$ cat src/rtl/pipe_stage_reg_pkg.sv
// Shared definitions for pipe_stage_reg: exception cause codes and entry-record widths.
package pipe_stage_reg_pkg;

    localparam int CAUSE_W = 5;

    typedef logic [CAUSE_W-1:0] exc_cause_t;

    localparam exc_cause_t EXC_CAUSE_NONE = 5'd0;
    localparam exc_cause_t EXC_CAUSE_ADEL = 5'd4;
    localparam exc_cause_t EXC_CAUSE_ADES = 5'd5;

    // Entry record is {data, cause, delay-slot}; this is the width beyond the payload.
    localparam int ENTRY_TAG_W = CAUSE_W + 1;

endpackage

$ cat src/rtl/pipe_stage_reg_if.sv
// Handshake/payload bundle between pipeline stages; the stage register binds to the slave modport.
interface pipe_stage_reg_if #(
    parameter int WIDTH = 64
);
    import pipe_stage_reg_pkg::*;

    logic             i_valid;
    logic             o_ready;
    logic [WIDTH-1:0] i_data;
    exc_cause_t       i_except_cause;
    logic             i_bad_addr;
    logic             i_dmem_we;
    logic             i_prev_is_branch;
    logic             i_flush;
    logic             o_valid;
    logic             i_ready;
    logic [WIDTH-1:0] o_data;
    exc_cause_t       o_except_cause;
    logic             o_in_delay_slot;

    // Environment side: drives upstream payload and downstream ready.
    modport master (
        output i_valid, i_data, i_except_cause, i_bad_addr, i_dmem_we,
               i_prev_is_branch, i_flush, i_ready,
        input  o_ready, o_valid, o_data, o_except_cause, o_in_delay_slot
    );

    modport slave (
        input  i_valid, i_data, i_except_cause, i_bad_addr, i_dmem_we,
               i_prev_is_branch, i_flush, i_ready,
        output o_ready, o_valid, o_data, o_except_cause, o_in_delay_slot
    );

endinterface

$ cat src/rtl/pipe_skid_buf.sv
// Two-entry (main + skid) FIFO-ordered buffer for pipe_stage_reg.
// Only exists when PIPE_STAGE_SKID_EN is defined.
`ifdef PIPE_STAGE_SKID_EN
module pipe_skid_buf #(
    parameter int           W           = 70,
    parameter logic [W-1:0] RESET_ENTRY = '0
) (
    input  logic         clk,
    input  logic         resetn,
    input  logic         i_push,
    input  logic [W-1:0] i_entry,
    input  logic         i_pop_rdy,
    input  logic         i_flush,
    input  logic [W-1:0] i_flush_entry,
    output logic         o_vld,
    output logic [W-1:0] o_entry,
    output logic         o_full
);

    logic         r_main_vld_p1;
    logic [W-1:0] r_main_p1;
    logic         r_skid_vld_p1;
    logic [W-1:0] r_skid_p1;
    logic         w_main_free;

    assign w_main_free = !r_main_vld_p1 || i_pop_rdy;

    always_ff @(posedge clk or negedge resetn) begin
        if (!resetn) begin
            r_main_vld_p1 <= 1'b0;
            r_main_p1     <= RESET_ENTRY;
            r_skid_vld_p1 <= 1'b0;
            r_skid_p1     <= RESET_ENTRY;
        end else if (i_flush) begin
            r_main_vld_p1 <= 1'b0;
            r_main_p1     <= i_flush_entry;
            r_skid_vld_p1 <= 1'b0;
        end else if (w_main_free) begin
            // Skid entry is older than anything arriving now, so it moves up first.
            if (r_skid_vld_p1) begin
                r_main_p1     <= r_skid_p1;
                r_main_vld_p1 <= 1'b1;
                r_skid_vld_p1 <= 1'b0;
            end else if (i_push) begin
                r_main_p1     <= i_entry;
                r_main_vld_p1 <= 1'b1;
            end else begin
                r_main_vld_p1 <= 1'b0;
            end
        end else if (i_push) begin
            r_skid_p1     <= i_entry;
            r_skid_vld_p1 <= 1'b1;
        end
    end

    assign o_vld   = r_main_vld_p1;
    assign o_entry = r_main_p1;
    assign o_full  = r_skid_vld_p1;

endmodule
`endif

$ cat src/rtl/pipe_stage_reg.sv
// Handshaked pipeline stage register with flush-to-bubble, cause merging and delay-slot tag.
// Define PIPE_STAGE_SKID_EN to add a skid entry and register o_ready.
module pipe_stage_reg
    import pipe_stage_reg_pkg::*;
#(
    parameter int               WIDTH     = 64,
    parameter logic [WIDTH-1:0] RESET_VAL = {WIDTH{1'b0}},
    parameter logic [WIDTH-1:0] CTRL_MASK = {WIDTH{1'b0}}
) (
    input  logic             clk,
    input  logic             resetn,
    pipe_stage_reg_if.slave  bus
);

    localparam int EW = WIDTH + ENTRY_TAG_W;
    localparam logic [EW-1:0] RESET_ENTRY = {RESET_VAL, EXC_CAUSE_NONE, 1'b0};

    function automatic exc_cause_t merge_cause(input logic bad_addr, input logic dmem_we,
                                               input exc_cause_t cause);
        if (bad_addr) return dmem_we ? EXC_CAUSE_ADES : EXC_CAUSE_ADEL;
        return cause;
    endfunction

    logic             w_xfer_in;
    logic [EW-1:0]    w_entry_in;
    logic             w_main_vld;
    logic [EW-1:0]    w_main;
    logic [WIDTH-1:0] w_main_data;
    logic [EW-1:0]    w_flush_entry;

    assign w_xfer_in   = bus.i_valid && bus.o_ready;
    assign w_entry_in  = {bus.i_data,
                          merge_cause(bus.i_bad_addr, bus.i_dmem_we, bus.i_except_cause),
                          bus.i_prev_is_branch};
    assign w_main_data = w_main[EW-1 -: WIDTH];
    // Flush resets control bits only; data bits keep their last value.
    assign w_flush_entry = {(w_main_data & ~CTRL_MASK) | (RESET_VAL & CTRL_MASK),
                            EXC_CAUSE_NONE, 1'b0};

`ifdef PIPE_STAGE_SKID_EN
    logic w_skid_full;

    pipe_skid_buf #(
        .W           (EW),
        .RESET_ENTRY (RESET_ENTRY)
    ) u_skid (
        .clk           (clk),
        .resetn        (resetn),
        .i_push        (w_xfer_in),
        .i_entry       (w_entry_in),
        .i_pop_rdy     (bus.i_ready),
        .i_flush       (bus.i_flush),
        .i_flush_entry (w_flush_entry),
        .o_vld         (w_main_vld),
        .o_entry       (w_main),
        .o_full        (w_skid_full)
    );

    // Ready comes from the skid register; flush forces it so the killed input is consumed.
    assign bus.o_ready = !w_skid_full || bus.i_flush;
`else
    logic          r_vld_p1;
    logic [EW-1:0] r_entry_p1;

    assign bus.o_ready = bus.i_ready || !r_vld_p1 || bus.i_flush;

    // Stage p0 -> p1: capture, drain or flush.
    always_ff @(posedge clk or negedge resetn) begin
        if (!resetn) begin
            r_vld_p1   <= 1'b0;
            r_entry_p1 <= RESET_ENTRY;
        end else if (bus.i_flush) begin
            r_vld_p1   <= 1'b0;
            r_entry_p1 <= w_flush_entry;
        end else if (w_xfer_in) begin
            r_vld_p1   <= 1'b1;
            r_entry_p1 <= w_entry_in;
        end else if (r_vld_p1 && bus.i_ready) begin
            r_vld_p1   <= 1'b0;
        end
    end

    assign w_main_vld = r_vld_p1;
    assign w_main     = r_entry_p1;
`endif

    assign bus.o_valid = w_main_vld;
    assign {bus.o_data, bus.o_except_cause, bus.o_in_delay_slot} = w_main;

endmodule
$ cat src/flat_wrapper.sv
// flat-port wrapper written by rule: the top's interface ports become plain ports
module pipe_stage_reg_flat import pipe_stage_reg_pkg::*;
#(
    parameter int               WIDTH     = 64,
    parameter logic [WIDTH-1:0] RESET_VAL = {WIDTH{1'b0}},
    parameter logic [WIDTH-1:0] CTRL_MASK = {WIDTH{1'b0}}
)
  (clk, resetn, bus_i_valid, bus_i_data, bus_i_except_cause, bus_i_bad_addr, bus_i_dmem_we, bus_i_prev_is_branch, bus_i_flush, bus_i_ready, bus_o_ready, bus_o_valid, bus_o_data, bus_o_except_cause, bus_o_in_delay_slot);
  pipe_stage_reg_if #(.WIDTH(WIDTH)) bus_i ();
  input  logic clk;
  input  logic resetn;
  input wire logic [$bits(bus_i.i_valid)-1:0] bus_i_valid;
  input wire logic [$bits(bus_i.i_data)-1:0] bus_i_data;
  input wire logic [$bits(bus_i.i_except_cause)-1:0] bus_i_except_cause;
  input wire logic [$bits(bus_i.i_bad_addr)-1:0] bus_i_bad_addr;
  input wire logic [$bits(bus_i.i_dmem_we)-1:0] bus_i_dmem_we;
  input wire logic [$bits(bus_i.i_prev_is_branch)-1:0] bus_i_prev_is_branch;
  input wire logic [$bits(bus_i.i_flush)-1:0] bus_i_flush;
  input wire logic [$bits(bus_i.i_ready)-1:0] bus_i_ready;
  output wire logic [$bits(bus_i.o_ready)-1:0] bus_o_ready;
  output wire logic [$bits(bus_i.o_valid)-1:0] bus_o_valid;
  output wire logic [$bits(bus_i.o_data)-1:0] bus_o_data;
  output wire logic [$bits(bus_i.o_except_cause)-1:0] bus_o_except_cause;
  output wire logic [$bits(bus_i.o_in_delay_slot)-1:0] bus_o_in_delay_slot;
  assign bus_i.i_valid = bus_i_valid;
  assign bus_i.i_data = bus_i_data;
  assign bus_i.i_except_cause = bus_i_except_cause;
  assign bus_i.i_bad_addr = bus_i_bad_addr;
  assign bus_i.i_dmem_we = bus_i_dmem_we;
  assign bus_i.i_prev_is_branch = bus_i_prev_is_branch;
  assign bus_i.i_flush = bus_i_flush;
  assign bus_i.i_ready = bus_i_ready;
  assign bus_o_ready = bus_i.o_ready;
  assign bus_o_valid = bus_i.o_valid;
  assign bus_o_data = bus_i.o_data;
  assign bus_o_except_cause = bus_i.o_except_cause;
  assign bus_o_in_delay_slot = bus_i.o_in_delay_slot;
  pipe_stage_reg #(.WIDTH(WIDTH), .RESET_VAL(RESET_VAL), .CTRL_MASK(CTRL_MASK)) u_core (.clk(clk), .resetn(resetn), .bus(bus_i));
endmodule
$ cat config.mk
export PLATFORM = sky130hd
export DESIGN_NAME = pipe_stage_reg_flat
export DESIGN_NICKNAME = d
export VERILOG_FILES = /design/src/rtl/pipe_stage_reg_pkg.sv /design/src/rtl/pipe_stage_reg_if.sv /design/src/rtl/pipe_skid_buf.sv /design/src/rtl/pipe_stage_reg.sv /design/src/flat_wrapper.sv
export SDC_FILE = /design/constraint.sdc
export NUM_CORES = 1
export LEC_CHECK = 0
export BUFFER_PORTS_ARGS = -buffer_cell sky130_fd_sc_hd__buf_2
export CAP_MARGIN = 20
export CORE_MARGIN = 2
export CORE_UTILIZATION = 48
export DETAILED_ROUTE_END_ITERATION = 7
export HOLD_SLACK_MARGIN = 0.05
export PLACE_DENSITY = 0.89
export SKIP_LAST_GASP = 1
export SYNTH_ARGS = -nofsm -noshare
export SYNTH_HDL_FRONTEND = slang
export SYNTH_SLANG_ARGS = --single-unit
$ cat constraint.sdc
create_clock -name clk -period 3.7 [get_ports clk]
set_input_delay 0.74 -clock clk [delete_from_list [all_inputs] [get_ports clk]]
set_output_delay 0.74 -clock clk [all_outputs]
set_load 0.02 [all_outputs]
==> summary.md, run 1 <==
| Metric | Value |
|---|---|
| Status | `finished clean` |
| Area growth, synth to finish | `34.9%` |
| Pre-CTS setup slack | `roughly 1.3 ns` |
| Min Clock Period, post-route | `~2.2 ns` |
| RSZ-0062 raised after global routing | `no` |
| Yosys top cell by area | `dfrtp_1` |
| Top cell type's share of synthesized area | `0.631` |
| Chip Height | `slightly above 80 um` |
| Hold Buf Count CTS | `0` |
| Hold/Removal Path Class | `flip-flop to flip-flop` |
| GRT Overall Usage | `0.177` |
| Max-cap violations | `0` |
| Rows | `27` |
| Routability cong. | `just over 0.8` |
| Ranking of synthesized cells by area | `dfrtp_1, mux2_2, mux2_4` |
| Reg-to-reg endpoint | `u_core.r_entry_p1[61]` |
| TritonCTS clock tree | `yes` |
| WP data required | `2.96 ns` |
| Clk Latency, worst-skew pair | `~0.32 ns` |
| Number of iterations in the first detailed-routing pass | `4` |
| DP HPWL | `around 4000 um` |
| Crit path max fanout | `4` |
| Placed inst area | `~3600 um2` |
| R2R Path Start | `u_core.bus.o_valid` |
| Antenna cells | `0` |
| Initial antenna violation count | `0` |
| Largest net degree at the start of global routing | `72` |
| Setup bufs post-CTS | `0` |
| Post-Syn Nets | `~240` |
| PwrDens | `between 500 and 600 nW/um2` |
| Final std cells w/o fill | `390` |
| Clock-pin slew on the worst setup and hold paths | `~0.070 ns` |
| Setup_tns | `0 ns` |
| Hold EP | `u_core.r_entry_p1[12]` |
| Worst slew pin tran | `roughly 0.83 ns` |
| Lkg Pwr | `around 2.0 nW` |
| Reg2reg path depth | `4` |
| Cell area after layout | `3800 um2` |
| Arrival @ worst endpoint | `about 1.4 ns` |
| Worst VDD drop | `slightly below 0.0003 V` |
| Die ar. | `about 6500 um2` |
| Synthesis Warnings | `0` |
| Share of post-route cells with drive strength above 1 | `0.736` |
| Setup slack, reg-to-reg | `approximately 1.7 ns` |
| Starting Density | `0.505` |
| Post-Syn Area | `roughly 2800 um2` |
| Sink Count | `about 70` |
| Seq/Total Area, Yosys | `0.631` |
| DRT Wirelength | `5580 um` |
| Placed cell count | `374` |
| Bufs on Longest Clock Path | `2` |
| Crit path kind | `primary input to output pin` |
| Max-slew headroom | `0.448` |
| Global-route wire length before repair | `around 8600 um` |
| Core ar. | `~5600 um2` |
| Mapped Avg Cell Area | `between 15 and 20 um2` |
| Post-route ant nets | `0` |
| Yosys reg bits | `slightly above 70` |
| Slew Limit Fails | `0` |
| Vias | `about 1900` |
| Port-buffer cells | `148` |
| Max Clock Skew | `about 0.0053 ns` |
| Hold Fails Final Rpt | `0` |
| Resized Gates After CTS | `0` |
| Fin crit share | `0.583` |
| Root Buffer | `clkbuf_8` |
| Crit. End Element | `output pin` |
| Startpoint Class | `primary input` |
| Vias in the first global route | `around 1900` |
| H-tree levels | `3` |
| Hold Startpoint | `u_core.r_entry_p1[12]` |
| PnR Total Power | `roughly 2.1 mW` |
| Endpoints failing setup | `0` |
| Die X-Extent | `a little over 80 um` |
| Drt initial violations | `52` |
| CTS Buf Count | `9` |
| I/O Pins | `approximately 150` |
| Post-route setup slack | `1.54 ns` |
| Count of nets after finishing | `390` |
| Fmax | `~0.46 GHz` |
| Drt wl/cell | `about 14 um` |
| Vias/cell | `between 4 and 5` |
| Global route overflow | `0` |
| Post-Synthesis Cells | `roughly 160` |
| Hold Path Cell Cnt | `1` |
| Synth cell types | `15` |
| Post-route DRC | `0` |
cell usage after synthesis (all sizes together):
cell type	count
nor2b	1
buf	7
a21oi	1
or2	1
or2b	2
mux2	65
nor2	1
a22o	6
nand2b	1
nor3	1
o21ai	1
dfrtp	71
through the flow:
stage	utilization	hold WS, ns
after floorplan	-	0.444
after global placement	0.645	0.485
after detailed placement	0.645	0.485
after CTS	0.682	0.507
after global routing	0.682	0.514
final	0.682	0.502
routing by layer:
layer	GRT usage	vias to the layer above	part of all wire
met2	0.296	93	0.50
met1	0.213	900	0.40
li1	-	871	-
met4	0.0814	0	0.018
met3	0.0506	14	0.087
met5	0	-	0
layout make-up:
class / count / area (um2)
clock buffers: 12 / 135
repair buffers: 151 / 763
flip-flops and latches: 71 / 1780
multi-input cells: 80 / 965
well taps: 72 / 90.1
clock inverters: 4 / 70.1
fillers: 411 / 1770
power breakdown:
group	internal (mW)	switching [mW]	total, mW	leakage, nW
sequential	0.903	0.0645	0.968	0.846
clock	0.378	0.252	0.631	0.104
combinational	0.253	0.295	0.547	1.00
total	1.53	0.611	2.15	1.95
critical path: stages:
cell and delay [ns]:
buf_2 0.12, nor2b_4 0.15, or2b_1 0.25, buf_2 0.16
layout by cell type (no fill, tap or decap), types with 2 or more instances in the layout:
cell type	n
buf_4	3
buf_2	148
bufinv_16	2
a22o_1	6
mux2_4	27
clkinv_2	2
clkbuf_8	9
mux2_2	38
or2b_1	2
clkbuf_1	3
dfrtp_1	71
cell families (layout without fill, tap and decap cells):
family / after synthesis / in the layout / synth area share
buffers and inverters: 7 / 167 / 0.0267
DFF: 71 / 71 / 0.631
and+or+nand+nor: 7 / 7 / 0.0231
muxes: 65 / 65 / 0.296
AOI/OAI and AO/OA: 8 / 8 / 0.0235
sequential cells by signal (all words and copies together), names as in the netlist:
signal / cells
u_core.bus.o_valid: 1
u_core.r_entry_p1: 70
worst max path at each step:
stage | start | to | slack (ns) | cells after the start
final | bus_i_ready | bus_o_ready | 1.54 | 4
after global routing | bus_i_ready | bus_o_ready | 1.50 | 4
after CTS | bus_i_ready | bus_o_ready | 1.54 | 4
after detailed placement | bus_i_flush | u_core.r_entry_p1[62] | 1.27 | 5
after global placement | bus_i_flush | u_core.r_entry_p1[66] | 1.34 | 5
after floorplan | bus_i_ready | bus_o_ready | 1.77 | 2
Note: power is estimated with default switching activity, not from simulation.
==> run 2: changes to the inputs <==
--- a/config.mk
+++ b/config.mk
@@ -5,13 +5,14 @@
 export SDC_FILE = /design/constraint.sdc
 export NUM_CORES = 1
 export LEC_CHECK = 0
+export ABC_AREA = 1
 export BUFFER_PORTS_ARGS = -buffer_cell sky130_fd_sc_hd__buf_2
 export CAP_MARGIN = 20
 export CORE_MARGIN = 2
-export CORE_UTILIZATION = 48
+export CORE_UTILIZATION = 40
 export DETAILED_ROUTE_END_ITERATION = 7
 export HOLD_SLACK_MARGIN = 0.05
-export PLACE_DENSITY = 0.89
+export PLACE_DENSITY = 0.8
 export SKIP_LAST_GASP = 1
 export SYNTH_ARGS = -nofsm -noshare
 export SYNTH_HDL_FRONTEND = slang
==> constraint.sdc (replaced) <==
create_clock -name clk -period 1.9 [get_ports clk]
set_input_delay 0.38 -clock clk [delete_from_list [all_inputs] [get_ports clk]]
set_output_delay 0.38 -clock clk [all_outputs]
set_load 0.02 [all_outputs]
==> run 2 against run 1 <==
Synthesized area fell by 1.6%. Via count rose by 30%. Sequential power rose by 89%. Largest power group unchanged.
==> summary.md, run 2 <==
| Metric | Value |
|---|---|
| DP HPWL | `4540 um (+10%)` |
| Ranking of synthesized cells by area | `dfrtp_1, nand2_1, buf_6` |
| Count of nets after finishing | `539 (+38%)` |
| Vias | `2441 (+30%)` |
| Commonest non-fill, non-tap cell in the layout | `nand2_1` |
| Most common cell in the netlist | `nand2_1` |
| Top cell type's share of synthesized area | `0.641 (+0.0105)` |
| Drt wl/cell | `11.7 um (-18%)` |
| Bufs on Longest Clock Path | `2 (unchanged)` |
| Port-buffer cells | `148 (unchanged)` |
| Post-route setup slack | `0.523 ns (-1.02 ns)` |
| Post-synth top cells | `nand2_1, dfrtp_1, buf_4, buf_6, inv_1` |
| Core ar. | `6760 um2 (+21%)` |
| Seq/Total Area, Yosys | `0.641 (+0.0105)` |
| Lkg Pwr | `2.30 nW (+18%)` |
| Fill count | `636 (+55%)` |
| Sink Count | `71 (unchanged)` |
| Fin crit share | `0.725` |
| I/O Pins | `149 (unchanged)` |
| Max-slew headroom | `0.688 (+0.240)` |
| Drt initial violations | `91 (+75%)` |
| PnR Total Power | `3.88 mW (+81%)` |
| Rows | `30 (+11%)` |
| Post-route ant nets | `0 (unchanged)` |
| Mapped Avg Cell Area | `8.85 um2 (-50%)` |
| Chip Height | `87.2 um (+8.2%)` |
| H-tree levels | `3 (unchanged)` |
| RSZ-0062 raised after global routing | `no` |
| Synth cell types | `13 (-2)` |
| Startpoint Class | `flip-flop` |
| Prevailing post-synth register cell | `dfrtp_1` |
| Synthesis Warnings | `0 (unchanged)` |
| Crit path max fanout | `3 (-1)` |
| Root Buffer | `clkbuf_8` |
| Global route overflow | `0 (unchanged)` |
| Worst slew pin tran | `0.468 ns (-0.361 ns)` |
| Max-cap violations | `0 (unchanged)` |
| Placed inst area | `3550 um2 (-1.3%)` |
| Die ar. | `7610 um2 (+17%)` |
| Hold Fails Final Rpt | `0 (unchanged)` |
| Max Clock Skew | `0.00462 ns (-0.000699 ns)` |
| Clock-pin slew on the worst setup and hold paths | `0.07 ns (about the same)` |
| Most frequent cells in the layout | `nand2_1, buf_2, dfrtp_1, clkbuf_8, inv_1` |
| Post-synth ARST share | `1.00 (unchanged)` |
| Footprint of the multi-input gates | `842 um2 (-13%)` |
| Post-synth EDFFs | `0 (unchanged)` |
| Post-Syn Area | `2770 um2 (-1.6%)` |
| Setup bufs post-CTS | `0 (unchanged)` |
| WP data required | `1.52 ns (-1.44 ns)` |
| DRT Wirelength | `6390 um (+15%)` |
| Routability cong. | `0.743 (-10%)` |
| Arrival @ worst endpoint | `1.00 ns (-0.42 ns)` |
| Share of post-route cells with drive strength above 1 | `0.362 (-0.374)` |
| Die X-Extent | `87.2 um (+8.2%)` |
| Post-route DRC | `0 (unchanged)` |
| Post-Synthesis Cells | `313 (+98%)` |
| Slew Limit Fails | `0 (unchanged)` |
| TritonCTS clock tree | `yes` |
| Crit. End Element | `output pin` |
| Hold/Removal Path Class | `primary input to flip-flop` |
| Antenna cells | `0 (unchanged)` |
| Area growth, synth to finish | `35.3%` |
| Register Area | `1780 um2 (unchanged)` |
| Clk Latency, worst-skew pair | `0.32 ns (about the same)` |
| Fmax | `slightly above 0.7 GHz` |
| Number of iterations in the first detailed-routing pass | `5 (+1)` |
| Largest net degree at the start of global routing | `71 (-1.4%)` |
| Setup_tns | `0 ns (unchanged)` |
| Global-route wire length before repair | `10200 um (+19%)` |
| Vias in the first global route | `2416 (+29%)` |
| Status | `finished clean` |
| CTS Buf Count | `9 (unchanged)` |
| Biggest register | `u_core.r_entry_p1` |
| Min Clock Period, post-route | `1.38 ns` |
| Pre-CTS setup slack | `0.572 ns (-0.702 ns)` |
| Yosys top cell by area | `dfrtp_1` |
| Starting Density | `0.410 (-0.0953)` |
| Initial antenna violation count | `0 (unchanged)` |
| Post-Syn Nets | `390 (+66%)` |
| PwrDens | `1030 nW/um2 (+83%)` |
| Vias/cell | `4.46 (-7.3%)` |
| Number of flip-flops in the largest register | `70 (unchanged)` |
| GRT Overall Usage | `0.170 (-0.00794)` |
| Yosys reg bits | `71 (unchanged)` |
| Cell area after layout | `3750 um2 (-1.3%)` |
| Endpoints failing setup | `0 (unchanged)` |
| Crit path kind | `flip-flop to output pin` |
| Worst VDD drop | `0.000481 V (+63%)` |
[run 2: worst max-delay path, cell delays in order, from the launching register on]
cell	delay [ns]
dfrtp_1	0.40
nand3_1	0.10
buf_2	0.17
[run 2: logic make-up after synthesis]
logic type             count (synthesis)  share of synthesized area
DFF                                   71                      0.641
buffers and inverters                 21                     0.0547
and+or+nand+nor                      219                      0.300
AOI/OAI and AO/OA                      2                    0.00361
[run 2: power breakdown]
part,switching [mW],internal (mW),total [mW]
Sequential,0.109,1.72,1.83
Clock,0.520,0.637,1.16
Combinational,0.575,0.313,0.888
Total,1.20,2.67,3.88
[run 2: repair_timing]
action | in CTS | in global routing
setup endpoints to repair | 0 | 0
hold buffers | 1 | 0
endpoints found under the hold margin | 32 | 0
resized for setup | 0 | 0
[run 2: worst paths after layout]
path	from	endpoint	slack, ns	depth (start not counted)
worst min register to register	u_core.r_entry_p1[1]	u_core.r_entry_p1[1]	0.47	2
min in group asynchronous	resetn	u_core.r_entry_p1[38]	0.54	2
max in group asynchronous	resetn	u_core.r_entry_p1[58]	0.81	3
worst max-delay path	u_core.bus.o_valid	bus_o_ready	0.52	2
worst min-delay path	bus_i_data[54]	u_core.r_entry_p1[60]	0.24	3
worst max register to register	u_core.bus.o_valid	u_core.r_entry_p1[65]	0.66	6
[run 2: layout make-up]
type | count | area share
sequential | 71 | 0.474
tap | 80 | 0.0267
timing repair buffer | 152 | 0.217
clock buffer | 12 | 0.0387
clock inverter | 4 | 0.0120
inverter | 7 | 0.00701
multi-input combinational | 221 | 0.225
[run 2: routing by layer]
metal	wire (um)	GRT usage	vias up
met2	3170	0.299	92
met3	451	0.0379	10
met1	2660	0.196	1109
met5	0	0	-
met4	116	0.0769	0
li1	-	-	1230
[run 2: per-stage QoR]
step	utilization	std cells	hold WS, ns
2_1_floorplan	-	313	0.0844
3_3_place_gp	0.525	530	0.345
3_5_place_dp	0.525	530	0.356
4_1_cts	0.555	547	0.219
5_1_grt	0.555	547	0.234
6_report	0.555	547	0.242
==> run 3: changes to the inputs <==
--- a/config.mk
+++ b/config.mk
@@ -9,10 +9,10 @@
 export BUFFER_PORTS_ARGS = -buffer_cell sky130_fd_sc_hd__buf_2
 export CAP_MARGIN = 20
 export CORE_MARGIN = 2
-export CORE_UTILIZATION = 40
+export CORE_UTILIZATION = 44
 export DETAILED_ROUTE_END_ITERATION = 7
 export HOLD_SLACK_MARGIN = 0.05
-export PLACE_DENSITY = 0.8
+export PLACE_DENSITY = 0.83
 export SKIP_LAST_GASP = 1
 export SYNTH_ARGS = -nofsm -noshare
 export SYNTH_HDL_FRONTEND = slang
==> constraint.sdc (replaced) <==
create_clock -name clk -period 1.4 [get_ports clk]
set_input_delay 0.28 -clock clk [delete_from_list [all_inputs] [get_ports clk]]
set_output_delay 0.28 -clock clk [all_outputs]
set_load 0.02 [all_outputs]
==> run 3 against run 2 <==
Clock skew up 0.0026 ns. Sequential share of layout area about the same. Highest routed layer unchanged. Sequential power up 37%. Power up 33%. Via count up 0.86%. Critical path type unchanged. Count of clock-buffer cells in the layout unchanged. Hold slack worse by 0.096 ns.
==> summary.md, run 3 (same netlist as run 2, synthesis figures left out) <==
| Metric | Value |
|---|---|
| DP HPWL | `4510 um (-0.53%)` |
| Final Util | `0.626 (+0.0715)` |
| PnR Total Power | `5.14 mW (+33%)` |
| Pre-CTS setup slack | `0.253 ns (-0.319 ns)` |
| Register Area | `1780 um2 (unchanged)` |
| DRT Wirelength | `6340 um (-0.80%)` |
| Drt initial violations | `106 (+16%)` |
| Initial antenna violation count | `0 (unchanged)` |
| Status | `finished clean` |
| Count of nets after finishing | `541 (+0.37%)` |
| Hold Buf Count CTS | `1 (unchanged)` |
| Worst hold slack | `0.146 ns (-0.0958 ns)` |
| Slew Limit Fails | `0 (unchanged)` |
| Root Buffer | `clkbuf_8` |
| Bufs on Longest Clock Path | `2 (unchanged)` |
| H-tree levels | `3 (unchanged)` |
| Vias | `2462 (+0.86%)` |
| CTS Buf Count | `9 (unchanged)` |
| Hold Fails Final Rpt | `0 (unchanged)` |
| Drt wl/cell | `11.7 um (-0.25%)` |
| I/O Pins | `149 (unchanged)` |
| Arrival @ worst endpoint | `0.99 ns (about the same)` |
| Number of iterations in the first detailed-routing pass | `4 (-1)` |
| Die ar. | `6950 um2 (-8.7%)` |
| DRT met1 WL | `2830 um (+6.6%)` |
| Chip Height | `83.3 um (-4.4%)` |
| Biggest register | `u_core.r_entry_p1` |
| Core ar. | `5990 um2 (-11%)` |
| Sink Count | `71 (unchanged)` |
| Starting Density | `0.462 (+0.0524)` |
| Switching power | `1.64 mW (+36%)` |
| GRT Overall Usage | `0.191 (+0.0211)` |
| Max-slew headroom | `0.692 (+0.00373)` |
| Worst slew pin tran | `0.462 ns (-0.00559 ns)` |
| Fin crit share | `0.908` |
| Comb pwr share | `0.235 (+0.006)` |
| Clk Latency, worst-skew pair | `0.32 ns (about the same)` |
| Endpoints failing setup | `0 (unchanged)` |
| Fill count | `524 (-18%)` |
| Vias/cell | `4.53 (+1.4%)` |
| Crit path kind | `flip-flop to output pin` |
| Area growth, synth to finish | `35.5%` |
| Max-cap violations | `0 (unchanged)` |
| Startpoint Class | `flip-flop` |
| Largest net degree at the start of global routing | `72 (+1.4%)` |
| Clock power frac | `0.278 (-0.020)` |
| Setup bufs post-CTS | `0 (unchanged)` |
| Final std cells w/o fill | `544 (-0.55%)` |
| Rows | `28 (-6.7%)` |
| WP data required | `1.12 ns (-0.40 ns)` |
| Max Clock Skew | `0.00725 ns (+0.00263 ns)` |
| Met3 wire length | `487 um (+8.0%)` |
| TritonCTS clock tree | `yes` |
| RSZ-0062 raised after global routing | `no` |
| Die X-Extent | `83.3 um (-4.4%)` |
| Port-buffer cells | `148 (unchanged)` |
| Cell area after layout | `3750 um2 (+0.10%)` |
| Reg power frac | `0.486 (+0.014)` |
| Max Used Layer | `met4` |
| Clock-pin slew on the worst setup and hold paths | `0.07 ns (about the same)` |
| Min Clock Period, post-route | `1.27 ns` |
| Placed cell count | `527 (-0.57%)` |
| Setup_tns | `0 ns (unchanged)` |
| P_int | `3.50 mW (+31%)` |
| Antenna cells | `0 (unchanged)` |
| Lkg Pwr | `2.31 nW (+0.35%)` |
| Sw Share | `0.319 (+0.00812)` |
| Met2 WL post-DR | `2950 um (-6.8%)` |
| Worst VDD drop | `0.000664 V (+38%)` |
| Global-route wire length before repair | `10900 um (+7.1%)` |
| Routability cong. | `0.759 (+2.1%)` |
| Post-route ant nets | `0 (unchanged)` |
| Resized Gates After CTS | `0 (unchanged)` |
| Crit. End Element | `output pin` |
| Post-route setup slack | `0.128 ns (-0.395 ns)` |
| Hold/Removal Path Class | `primary input to flip-flop` |
| Crit path max fanout | `3 (unchanged)` |
| Vias in the first global route | `2419 (+0.12%)` |
| PwrDens | `1370 nW/um2 (+32%)` |
| Global route overflow | `0 (unchanged)` |
| Post-route DRC | `0 (unchanged)` |
| Commonest non-fill, non-tap cell in the layout | `nand2_1` |
| Share of post-route cells with drive strength above 1 | `0.367 (+0.00485)` |
| Fmax | `~0.79 GHz` |
| Most frequent cells in the layout | `nand2_1, buf_2, dfrtp_1, clkbuf_8, inv_1` |
| Footprint of the multi-input gates | `842 um2 (unchanged)` |
| Placed inst area | `3570 um2 (+0.53%)` |
| Number of flip-flops in the largest register | `70 (unchanged)` |
## run 3: critical path, stage by stage, from the launching register on
cell	delay, ns
dfrtp_1	0.39
nand3_1	0.11
buf_2	0.17
## run 3: layout make-up
cell class / instances / area share
clock inverter: 4 / 0.00534
tap: 75 / 0.0250
multi-input combinational: 221 / 0.224
inverter: 7 / 0.00700
timing repair buffer: 154 / 0.223
clock buffer: 12 / 0.0413
sequential: 71 / 0.473
## run 3: final timing paths
| path | from | endpoint | slack (ns) | depth (start not counted) |
|---|---|---|---|---|
| setup / recovery | u_core.bus.o_valid | bus_o_ready | 0.13 | 2 |
| hold / removal | bus_i_data[62] | u_core.r_entry_p1[68] | 0.15 | 3 |
| setup reg to reg | u_core.bus.o_valid | u_core.r_entry_p1[27] | 0.26 | 6 |
| hold reg to reg | u_core.r_entry_p1[23] | u_core.r_entry_p1[23] | 0.48 | 2 |
| max in group asynchronous | resetn | u_core.r_entry_p1[60] | 0.59 | 3 |
| min in group asynchronous | resetn | u_core.r_entry_p1[35] | 0.51 | 3 |
## run 3: power groups by stage
| stage | clock network [mW] | logic, mW | registers, mW |
|---|---|---|---|
| after floorplan | 0 | 0.336 | 2.89 |
| after global placement | 0 | 1.20 | 2.52 |
| after detailed placement | 0 | 1.23 | 2.53 |
| after CTS | 1.48 | 1.23 | 2.49 |
| after global routing | 1.58 | 1.32 | 2.53 |
| final | 1.43 | 1.21 | 2.50 |
## run 3: routing by layer
| metal | vias up | track usage |
|---|---|---|
| met2 | 103 | 0.317 |
| met3 | 10 | 0.0497 |
| met1 | 1116 | 0.244 |
| met5 | - | 0 |
| met4 | 0 | 0.0611 |
| li1 | 1233 | - |
